--- src/rtl/mips_run_controller.sv ---
// mips_run_controller: timed core reset release, run-cycle counting, halt (PC stuck) and timeout detection
module mips_run_controller #(
    parameter int PC_WIDTH     = 32,
    parameter int CNT_WIDTH    = 32,
    parameter int RESET_CYCLES = 4,
    parameter int HALT_REPEAT  = 3,
    parameter int MAX_CYCLES   = 10000
) (
    input  logic                 clk,
    input  logic                 reset,
    input  logic                 start,
    input  logic [PC_WIDTH-1:0]  pc,
    input  logic                 pc_valid,
    output logic                 core_reset,
    output logic                 run_active,
    output logic                 done,
    output logic                 timeout,
    output logic [PC_WIDTH-1:0]  halt_pc,
    output logic [CNT_WIDTH-1:0] cycle_count
);
    localparam int HW = $clog2(RESET_CYCLES + 1);
    localparam int SW = $clog2(HALT_REPEAT + 1);

    typedef enum logic [2:0] {IDLE, HOLD, RUN, DONE, TIMEOUT} state_t;

    state_t               state, state_n;
    logic [HW-1:0]        hold_cnt, hold_n;
    logic [SW-1:0]        stable_cnt, stable_n;
    logic [PC_WIDTH-1:0]  last_pc, last_n, halt_pc_n;
    logic                 have_pc, have_n, done_n, timeout_n, halt;
    logic [CNT_WIDTH-1:0] cnt_n;

    always_comb begin
        state_n   = state;
        hold_n    = hold_cnt;
        stable_n  = stable_cnt;
        last_n    = last_pc;
        have_n    = have_pc;
        done_n    = done;
        timeout_n = timeout;
        halt_pc_n = halt_pc;
        cnt_n     = cycle_count;
        halt      = 1'b0;
        case (state)
            IDLE: begin
                if (start) begin
                    state_n = HOLD;
                    hold_n  = '0;
                end
            end
            HOLD: begin
                // one extra edge after the counter fills gives start->release of RESET_CYCLES+1 edges
                if (hold_cnt == HW'(RESET_CYCLES)) state_n = RUN;
                else hold_n = hold_cnt + 1'b1;
            end
            RUN: begin
                cnt_n = cycle_count + 1'b1;
                if (pc_valid) begin
                    if (!have_pc) begin
                        last_n = pc;
                        have_n = 1'b1;
                    end else if (pc == last_pc) begin
                        if (stable_cnt == SW'(HALT_REPEAT - 1)) halt = 1'b1;
                        else stable_n = stable_cnt + 1'b1;
                    end else begin
                        stable_n = '0;
                        last_n   = pc;
                    end
                end
                if (halt) begin
                    state_n   = DONE;
                    done_n    = 1'b1;
                    halt_pc_n = pc;
                end else if (cnt_n == CNT_WIDTH'(MAX_CYCLES)) begin
                    state_n   = TIMEOUT;
                    timeout_n = 1'b1;
                end
            end
            DONE, TIMEOUT: begin
                if (start) begin
                    state_n   = HOLD;
                    hold_n    = '0;
                    done_n    = 1'b0;
                    timeout_n = 1'b0;
                    cnt_n     = '0;
                    stable_n  = '0;
                    have_n    = 1'b0;
                    last_n    = '0;
                end
            end
            default: state_n = IDLE;
        endcase
    end

    always_ff @(posedge clk) begin
        if (!reset) begin
            state       <= IDLE;
            hold_cnt    <= '0;
            stable_cnt  <= '0;
            last_pc     <= '0;
            have_pc     <= 1'b0;
            core_reset  <= 1'b1;
            run_active  <= 1'b0;
            done        <= 1'b0;
            timeout     <= 1'b0;
            halt_pc     <= '0;
            cycle_count <= '0;
        end else begin
            state       <= state_n;
            hold_cnt    <= hold_n;
            stable_cnt  <= stable_n;
            last_pc     <= last_n;
            have_pc     <= have_n;
            core_reset  <= state_n != RUN;
            run_active  <= state_n == RUN;
            done        <= done_n;
            timeout     <= timeout_n;
            halt_pc     <= halt_pc_n;
            cycle_count <= cnt_n;
        end
    end
endmodule

--- config.mk ---
export PLATFORM = sky130hd
export DESIGN_NAME = mips_run_controller
export DESIGN_NICKNAME = d
export VERILOG_FILES = /design/src/rtl/mips_run_controller.sv
export SDC_FILE = /design/constraint.sdc
export NUM_CORES = 1
export LEC_CHECK = 0
export CORE_ASPECT_RATIO = 1.25
export CORE_MARGIN = 2
export CORE_UTILIZATION = 49
export CTS_BUF_LIST = sky130_fd_sc_hd__clkbuf_4 sky130_fd_sc_hd__clkbuf_8
export CTS_CLUSTER_DIAMETER = 200
export DETAILED_ROUTE_END_ITERATION = 16
export PLACE_DENSITY = 0.78
export SLEW_MARGIN = 10
export SYNTH_ARGS = -nofsm -noshare
export SYNTH_HDL_FRONTEND = slang
export SYNTH_SLANG_ARGS = --single-unit
--- constraint.sdc ---
create_clock -name clk -period 2.6 [get_ports clk]
set_input_delay 0.52 -clock clk [delete_from_list [all_inputs] [get_ports clk]]
set_output_delay 0.52 -clock clk [all_outputs]
set_load 0.02 [all_outputs]
==> impl_metrics.csv <==
group,metric,value,unit
timing,report.final.hold_viol_count,0,
timing,clock_period_minus_worst_slack,2.486,ns
cells_and_area,fin_cells,943,
placement,port_buffers,103,
pwr,cellLeakagePower,0.002929,uW
global_routing,first_pass_grt_wire_length,25170,um
placement,dp.final_hpwl,11140,um
status,outcome,"finished, final reports clean",
logic_synthesis,synth-async-reset-ratio,0,
critical_path,crit_fanout,5,
worst_hold_path,hold_path_class,"reg -> reg",
timing,finClkSkew,0.01229,ns
global_routing,grt_pass1_vias,5332,
pwr,seq_power_share,0.574,
drt,detail_route.vias_per_cell,5.701,
clock_network,numClockSinks,109,
floorplan,pin_count,104,
critical_path,cp_data_arrival_time,2.77,ns
global_routing,antenna_violations_before_repair,0,
timing,max_slew.worst_pin.slew,0.5574,ns
critical_path,buffering_stage_count_on_the_worst_path_with_inverters_included,1,
logic_synthesis,postSynthRegisterBits,109,
floorplan,die_x,98.67,um
timing,timing_max_transition_violations_final,0,
placement,dpl.cell_count,927,
pwr,internal-power,2155,uW
logic_synthesis,synth-warning-count,0,
worst_hold_path,worstHoldEndpoint,"done$_SDFFE_PN0P_",
drt,drt-total-wl,15410,um
critical_path,worst-setup-path-type,"reg -> reg",
timing,timing.final.setup_violations,0,
cells_and_area,n_fill_cell,902,
worst_hold_path,timing.hold.worst.start,"done$_SDFFE_PN0P_",
pwr,clockPowerShare,0.352,
critical_path,timing.rr.start,"cycle_count[1]$_SDFFE_PN0P_",
logic_synthesis,synth.yosys.seq_area_share,0.3975,
timing,fin_crit_sh,0.9561,
drt,post_detailed_route_count_of_antenna_violating_nets,0,
floorplan,floorplan.initialDensity,0.4977,
clock_network,tritoncts,"done",
clock_network,clk_latency,0.39,ns
cells_and_area,finalNetCount,843,
logic_synthesis,synth_enable_flop_cells,0,
cells_and_area,area_added_between_synthesis_and_finish,35.10,%
floorplan,die_height,122.3,um
floorplan,placement_rows,43,
timing,achievable-frequency,402.3,MHz
pwr,power_density,393.7,nW/um2
drt,number_of_drc_violations_after_detailed_routing_iteration_0,244,
pwr,comb_power_share,0.074,
clock_network,cts_buffer_depth,2,
critical_path,timing.critical_path.from_type,"register",
critical_path,critPathTopFamily,"simple AND/OR/NAND/NOR gates",
clock_network,cts_root_buf,"sky130_fd_sc_hd__clkbuf_8",
critical_path,rrSetupSlack,0.11,ns
timing,slew_headroom,0.6275,
cells_and_area,diodes,0,
critical_path,ff2ff_path_depth,9,
logic_synthesis,synth_top_flop_cell,"sky130_fd_sc_hd__dfxtp_1",
critical_path,critical_path_sink_type,"register",
clock_network,cts_setup_buffers,0,
drt,post-route-drc-count,0,
pwr,power_switching_share,0.2618,
critical_path,worstReg2RegEnd,"run_active$_SDFF_PN0_",
flow_run,maxCapViolCount,0,
cells_and_area,drive_gt1_frac,0.1621,
logic_synthesis,mappedNetlistNets,682,
floorplan,die_area,12070,um2
logic_synthesis,ys_types,63,
pwr,vdd_ir_drop_max,0.2573,mV
worst_hold_path,whs_path_depth,2,
pwr,switchingPower,764.4,uW
placement,gp_routability_congestion,0.8890,
critical_path,max_stage_delay,0.51,ns
clock_network,worst_setup_hold_path_clk_slew,0.11,ns
drt,wire_per_inst,16.34,um
global_routing,overflow_left_after_global_routing,0,
critical_path,timing.critical_path.cells,"ha_1 -> nand3_2 -> buf_4 -> nor4_4 -> and3_4 -> xor2_1 -> or4b_1 -> and4bb_4 -> o21ai_0",
critical_path,crit_slowest_cell,"sky130_fd_sc_hd__or4b_1",
clock_network,cts-buffers-inserted,9,
floorplan,design.core.area,11030,um2
logic_synthesis,netlist_area_before_placement,5489,um2
global_routing,grt_start_max_net_pins,61,
cells_and_area,layout.core_utilization,0.6724,
clock_network,clock_tree.htree_level_count,3,
logic_synthesis,syn_area_per_cell,8.550,um2
global_routing,grt_usage,0.2564,
critical_path,worst-endpoint-required,2.88,ns
drt,vias_after_detailed_routing,5376,
drt,dr_pass1_iterations,5,
logic_synthesis,syn_inst,642,
-- power by group through the flow --
stage	sequential [uW]	combinational (uW)	clock, uW
2_1_floorplan	1710	84.9	0
3_3_place_gp	1710	208	0
3_5_place_dp	1710	213	0
4_1_cts	1680	214	1050
5_1_grt	1680	231	1120
6_report	1680	216	1030
-- cell usage after synthesis, drive strengths merged, types with 9 or more instances --
cell type  number  area, um2
a31oi          10      62.56
buf            13      90.08
xnor2          40      350.3
clkbuf         25      103.9
nand3          16      80.08
nor2           66      247.7
nand4          19      133.9
mux2i          66      660.6
nor3            9      56.31
dfxtp         109       2182
a21oi          36      180.2
o21ai          34      170.2
nand2          99      371.6
-- stage by stage --
step                hold WS, ns  TNS [ns]  setup WS (ns)  total power (uW)  area [um2]
global route             0.5036  -0.02449       -0.02449              3032        7416
finish                   0.4633         0         0.1142              2919        7416
CTS                      0.4669         0        0.04805              2937        7362
detailed placement       0.4485    -14.34        -0.3203              1927        7168
global placement         0.4456    -9.193        -0.2412              1922        7168
floorplan                0.4398         0       0.002391              1798        5502
-- timing repair --
| action | 4_1_cts | 5_1_grt |
|---|---|---|
| gates resized for setup | 0 | 10 |
| endpoints found under the setup margin | 0 | 5 |
| endpoints found under the hold margin | 0 | 0 |
| hold buffers | 0 | 0 |
-- metal layers --
metal | vias up | GRT usage | part of all wire
met5 | - | 0 | 0
met4 | 0 | 0.1233 | 0.028
met3 | 29 | 0.04727 | 0.056
met1 | 2577 | 0.2879 | 0.39
met2 | 186 | 0.4664 | 0.52
li1 | 2584 | - | -
-- state kept, by name, summed over array words and instances, names as in the netlist --
name	cells
last_pc	32
done	1
stable_cnt	2
halt_pc	32
run_active	1
timeout	1
cycle_count	32
have_pc	1
hold_cnt	3
core_reset	1
state	3
-- worst register-to-register path, cell delays in order (launching register included) --
cell                       delay, ns
sky130_fd_sc_hd__dfxtp_2        0.37
sky130_fd_sc_hd__ha_1           0.19
sky130_fd_sc_hd__nand3_2        0.14
sky130_fd_sc_hd__buf_4          0.19
sky130_fd_sc_hd__nor4_4         0.17
sky130_fd_sc_hd__and3_4         0.25
sky130_fd_sc_hd__xor2_1         0.06
sky130_fd_sc_hd__or4b_1         0.51
sky130_fd_sc_hd__and4bb_4       0.40
sky130_fd_sc_hd__o21ai_0        0.11
-- logic make-up (layout without fill, tap and decap cells) --
group                    after synthesis  count (layout)  synth area share
adder cells (fa/ha/maj)                4               4          0.009118
buffers and inverters                 45             211           0.04536
AO/OA/AOI/OAI                        110             110            0.1194
multiplexers                          66              66            0.1204
AND/OR/NAND/NOR                      262             262            0.2348
flip-flops                           109             109            0.3975
XOR/XNOR                              46              46           0.07340
-- layout by cell type (no fill, tap or decap), types with 4 or more instances in the layout --
master and n:
sky130_fd_sc_hd__inv_1 5, sky130_fd_sc_hd__buf_4 83, sky130_fd_sc_hd__nor4_1 4, sky130_fd_sc_hd__xor2_1 6
sky130_fd_sc_hd__o22ai_1 4, sky130_fd_sc_hd__xnor2_1 39, sky130_fd_sc_hd__a31oi_1 10, sky130_fd_sc_hd__a311oi_1 5
sky130_fd_sc_hd__mux2i_1 66, sky130_fd_sc_hd__and3_1 4, sky130_fd_sc_hd__dfxtp_1 106, sky130_fd_sc_hd__and2_1 4
sky130_fd_sc_hd__nand4_1 18, sky130_fd_sc_hd__nor2_1 64, sky130_fd_sc_hd__clkbuf_8 9, sky130_fd_sc_hd__and4_1 4
sky130_fd_sc_hd__ha_1 4, sky130_fd_sc_hd__nand3_1 15, sky130_fd_sc_hd__nor3_1 7, sky130_fd_sc_hd__o21ai_0 34
sky130_fd_sc_hd__nand2_1 99, sky130_fd_sc_hd__a21oi_1 36, sky130_fd_sc_hd__clkdlybuf4s50_1 103
-- how the worst max path moves through the flow --
stage          cells past startpoint                    end  slack (ns)                         from
2_1_floorplan                      9    state[1]$_SDFF_PN0_       0.002  cycle_count[0]$_SDFFE_PN0P_
3_3_place_gp                       9  core_reset$_SDFF_PN1_       -0.24                       pc[26]
3_5_place_dp                       9  core_reset$_SDFF_PN1_       -0.32                       pc[26]
4_1_cts                            9  run_active$_SDFF_PN0_        0.05  cycle_count[1]$_SDFFE_PN0P_
5_1_grt                            7  run_active$_SDFF_PN0_       -0.02  cycle_count[3]$_SDFFE_PN0P_
6_report                           9  run_active$_SDFF_PN0_        0.11  cycle_count[1]$_SDFFE_PN0P_
-- area by class of cell --
cell class	count	area, um2	share of cell area
clock buffers	9	123.9	0.01670
clock inverters	7	70.07	0.009448
inverters	6	22.52	0.003037
multi-input cells	488	3131	0.4221
flip-flops and latches	109	2186	0.2948
well taps	135	168.9	0.02278
repair buffers	189	1714	0.2311
Note: power is estimated with default switching activity, not from simulation.
==> RTL change 1 (config.mk and constraints unchanged) <==
Add an input register stage for `start`, `pc` and `pc_valid`; this delays them by one clock. Comments in the files are not updated.
--- a/src/rtl/mips_run_controller.sv
+++ b/src/rtl/mips_run_controller.sv
@@ -25,2 +25,12 @@
 
+    logic start_q;
+    logic [PC_WIDTH-1:0] pc_q;
+    logic pc_valid_q;
+
+    always_ff @(posedge clk) begin
+        start_q    <= start;
+        pc_q       <= pc;
+        pc_valid_q <= pc_valid;
+    end
+
     state_t               state, state_n;
@@ -45,3 +55,3 @@
             IDLE: begin
-                if (start) begin
+                if (start_q) begin
                     state_n = HOLD;
@@ -57,7 +67,7 @@
                 cnt_n = cycle_count + 1'b1;
-                if (pc_valid) begin
+                if (pc_valid_q) begin
                     if (!have_pc) begin
-                        last_n = pc;
+                        last_n = pc_q;
                         have_n = 1'b1;
-                    end else if (pc == last_pc) begin
+                    end else if (pc_q == last_pc) begin
                         if (stable_cnt == SW'(HALT_REPEAT - 1)) halt = 1'b1;
@@ -66,3 +76,3 @@
                         stable_n = '0;
-                        last_n   = pc;
+                        last_n   = pc_q;
                     end
@@ -72,3 +82,3 @@
                     done_n    = 1'b1;
-                    halt_pc_n = pc;
+                    halt_pc_n = pc_q;
                 end else if (cnt_n == CNT_WIDTH'(MAX_CYCLES)) begin
@@ -79,3 +89,3 @@
             DONE, TIMEOUT: begin
-                if (start) begin
+                if (start_q) begin
                     state_n   = HOLD;
Check against the original RTL: not equivalent (Yosys sat finds a counterexample within 10 cycles, from zero or initial values and one cycle with reset low).
==> RTL change 1 against the unedited design <==
The run now ends with negative setup slack left; total power increased by 48%; sequential cell count is 34 higher; routed wire length grew 12%; maximum frequency decreased by 5.5%; synthesized area up 11%; final area rose by 11%; worst setup slack worse by 0.15 ns; sequential share of layout area increased by 5.6 points.
==> RTL change 1: results (changes against the unedited design) <==
* Final setup fails at 2 (was 0)
* FF/Latch Area at 2900 um2 (was 2190 um2)
* First-pass GRT wire length at 28100 um (was 25200 um)
* Count of multi-input gates at 539 (was 488)
* Hold Startpoint: halt_pc[9] (was done)
* Share of post-route cells with drive strength above 1 at 15.6% (was 16.2%)
* Bufs w/o clock at 174 (was 189)
* Violated checks: negative setup slack
* Post-CTS Setup Bufs at 3 (was 0)
* Clk slew on worst S/H paths at 0.08 ns (was 0.11 ns)
* Hold endpoint: halt_pc[9] (was done)
* Clock latency on the worst-skew pair at 0.43 ns (was 0.39 ns)
* Layout net count at 925 (was 843)
* Register area share after synthesis at 47.0% (was 39.8%)
* Crit-path slowest cell: or4_4 (was or4b_1)
* Synth top area cells: dfxtp_1, a21oi_1, nand2_1 (was dfxtp_1, mux2i_1, nand2_1)
* WP data arrival at 3.01 ns (was 2.77 ns)
* Post-synthesis adder-cell area fraction at 0.822% (was 0.912%)
* Status: finished with violations (was finished, final reports clean)
* Syn_nets at 785 (was 682)
* Setup ws final at -0.0318 ns (was 0.114 ns)
* Nonclk inv count at 10 (was 6)
* Synth top cells by count: dfxtp_1, nand2_1, a21oi_1, clkbuf_1, nand3_1 (was dfxtp_1, nand2_1, mux2i_1, nor2_1, xnor2_1)
* Vias in the first global route at 5939 (was 5332)
* Placed insts at 1026 (was 927)
* CP startpoint: cycle_count[11] (was cycle_count[1])
* Met2 routed WL at 9240 um (was 8030 um)
* Fill cells at 1006 (was 902)
* Max VDD drop at 0.495 mV (was 0.257 mV)
* Switching Share at 22.6% (was 26.2%)
* Cts repair resizes at 6 (was 0)
* Crit path capture: timeout (was run_active)
* Crit share post-route at 101% (was 95.6%)
* Complex-gate fraction of the synthesized area at 15.5% (was 11.9%)
[RTL change 1: cell types whose count changed after synthesis, sizes merged, moves of 7 or more]
cell,before,now
a21oi,36,101
buf,13,3
clkbuf,25,50
dfxtp,109,143
mux2i,66,0
nand2,99,131
nand3,16,50
nor2,66,41
or4,1,8
[RTL change 1: kinds of logic after synthesis]
family	after synthesis
compound gates	170
xor+xnor	44
fa+ha+maj	4
buf+inv	63
flops	143
simple gates	321
[RTL change 1: per-stage QoR]
| step | TNS, ns | worst slack (ns) | utilization (%) | instance area, um2 | hold WS [ns] |
|---|---|---|---|---|---|
| floorplan | -0.545 | -0.122 | - | 6200 | 0.447 |
| global placement | -0.217 | -0.111 | 63.5 | 7720 | 0.441 |
| detailed placement | -0.460 | -0.142 | 63.5 | 7720 | 0.446 |
| CTS | -0.0356 | -0.0225 | 67.7 | 8230 | 0.457 |
| global route | -0.460 | -0.120 | 67.9 | 8260 | 0.476 |
| finish | -0.0553 | -0.0318 | 67.9 | 8260 | 0.454 |
==> RTL change 2 (same flow settings) <==
Made on the original files. `MAX_CYCLES`: 10000 -> 7500.
--- a/src/rtl/mips_run_controller.sv
+++ b/src/rtl/mips_run_controller.sv
@@ -6,3 +6,3 @@
     parameter int HALT_REPEAT  = 3,
-    parameter int MAX_CYCLES   = 10000
+    parameter int MAX_CYCLES   = 7500
 ) (
Behaviour: no difference found for any inputs over 10 cycles, from zero or initial values and one cycle with reset low; that may be too few to reach the edited logic, so the function may still have changed.
==> RTL change 2 against the unedited design <==
The run now ends with negative setup slack left; clock power is 8% higher; sequential share of layout area hardly changed; worst setup slack got worse by 0.22 ns; synthesized area is 1.1% higher; routed wire length rose by 1.6%; sequential cell count is the same; final area rose by 1.6%; worst hold slack improved by 0.0074 ns; critical path depth decreased by 1; total power grew 1.9%; count of clock-buffer cells in the layout increased by 2; largest power group unchanged; highest routed layer unchanged.
==> RTL change 2: results (changes against the unedited design) <==
* Final wirelength at 15700 um (was 15400 um)
* Status: finished with violations (was finished, final reports clean)
* Overall Global Routing Usage at 25.8% (was 25.6%)
* Largest net degree at the start of global routing at 48 (was 61)
* Post-synthesis mux area share at 12.1% (was 12.0%)
* Violated checks: negative setup slack
* Setup_tns at -0.189 ns (was 0 ns)
* WP data arrival at 3.02 ns (was 2.77 ns)
* Final setup fails at 2 (was 0)
* Fill cells at 882 (was 902)
* Number of diodes at 0 (unchanged)
* XOR/XNOR Fraction of Synth Area at 6.63% (was 7.34%)
* Crit-path max cell delay at 0.59 ns (was 0.51 ns)
* Register area share after synthesis at 39.3% (was 39.8%)
* Synth top area cells: dfxtp_1, mux2i_1, nand2_1 (unchanged)
* Vias in the first global route at 5613 (was 5332)
* Htree depth at 3 (unchanged)
* Slew @ Worst Pin at 0.470 ns (was 0.557 ns)
* Post-synth ARST share at 0% (unchanged)
* Share of post-route cells with drive strength above 1 at 15.7% (was 16.2%)
* Pleak at 2.86 nW (was 2.93 nW)
* Net Sw Power at 0.718 mW (was 0.764 mW)
* Clock latency on the worst-skew pair at 0.38 ns
* Synth top cells by count: dfxtp_1, nand2_1, nor2_1, mux2i_1, clkbuf_1 (was dfxtp_1, nand2_1, mux2i_1, nor2_1, xnor2_1)
* Max VDD drop at 0.281 mV (was 0.257 mV)
* Setup ws final at -0.105 ns (was 0.114 ns)
* Syn_nets at 723 (was 682)
* CTS root buf: clkbuf_8 (unchanged)
* Avg Cell Area, Syn at 8.12 um2 (was 8.55 um2)
* Placed insts at 948 (was 927)
* Top_reg_cell synth: dfxtp_1 (unchanged)
* Complex-gate fraction of the synthesized area at 11.9% (about the same)
* DP Worst Slack at -0.317 ns (was -0.320 ns)
* Crit-path slowest cell: or4_4 (was or4b_1)
* Placer Congestion at 0.949 (was 0.889)
* First-pass GRT wire length at 25700 um (was 25200 um)
* First DRT Iteration DRCs at 282 (was 244)
* Post-synthesis adder-cell area fraction at 0.902% (was 0.912%)
* Vias per cell at 5.81 (was 5.70)
* Detailed Routing Iterations Pass 1 at 5 (unchanged)
* Fin Clk Skew at 0.0116 ns (was 0.0123 ns)
* Layout net count at 867 (was 843)
* Cell variety after synth at 50 (was 63)
* Wire length per cell at 16.2 um (was 16.3 um)
* Placed wire-length estimate at 11500 um (was 11100 um)
RTL change 2: kinds of logic after synthesis:
kind of cell / after synthesis
compound gates: 109
xor+xnor: 42
fa+ha+maj: 4
buf+inv: 56
flops: 109
mux: 67
simple gates: 296
RTL change 2: repair_timing:
item,in CTS,in global routing
buffers inserted,1,2
gates resized for setup,4,12
pin swaps,1,7
setup endpoints to repair,5,41
RTL change 2: power groups by stage:
stage / Combinational (mW) / Clock [mW] / Sequential [mW]
6_report: 0.196 / 1.11 / 1.67
5_1_grt: 0.210 / 1.18 / 1.67
4_1_cts: 0.194 / 1.13 / 1.67
3_5_place_dp: 0.194 / 0 / 1.71
3_3_place_gp: 0.188 / 0 / 1.71
2_1_floorplan: 0.0847 / 0 / 1.71
RTL change 2: path summary, 6_finish.rpt:
path | startpoint | endpoint | slack [ns] | cells past startpoint
worst min-delay path | done | done | 0.47 | 2
worst max-delay path | cycle_count[0] | timeout | -0.11 | 8
worst min register to register | done | done | 0.47 | 2
worst max register to register | cycle_count[0] | timeout | -0.11 | 8
RTL change 2: final cells by class:
type	instances	area, um2	area share [%]
clock buffers	11	145	1.93
repair buffers	181	1670	22.1
clock inverters	5	67.6	0.897
flip-flops and latches	109	2220	29.4
well taps	135	169	2.24
inverters	8	30.0	0.399
multi-input cells	518	3240	43.0
RTL change 2: per-layer routing:
metal / global-route usage, % / part of all wire, %
met5: 0 / 0
met4: 12.3 / 3.3
met3: 4.18 / 5.8
met2: 47.6 / 52
met1: 28.8 / 39
RTL change 2: worst min-delay path: cells and delay by family, from the launching register on:
kind / cells / cell delay [ns]
AND/OR/NAND/NOR: 1 / 0.05
AO/OA/AOI/OAI: 1 / 0.05
flip-flops: 1 / 0.33
RTL change 2: per-stage QoR:
step / hold WS, ns / cell area [um2]
floorplan: 0.447 / 5660
global placement: 0.450 / 7230
detailed placement: 0.463 / 7230
CTS: 0.478 / 7460
global route: 0.504 / 7530
finish: 0.471 / 7530
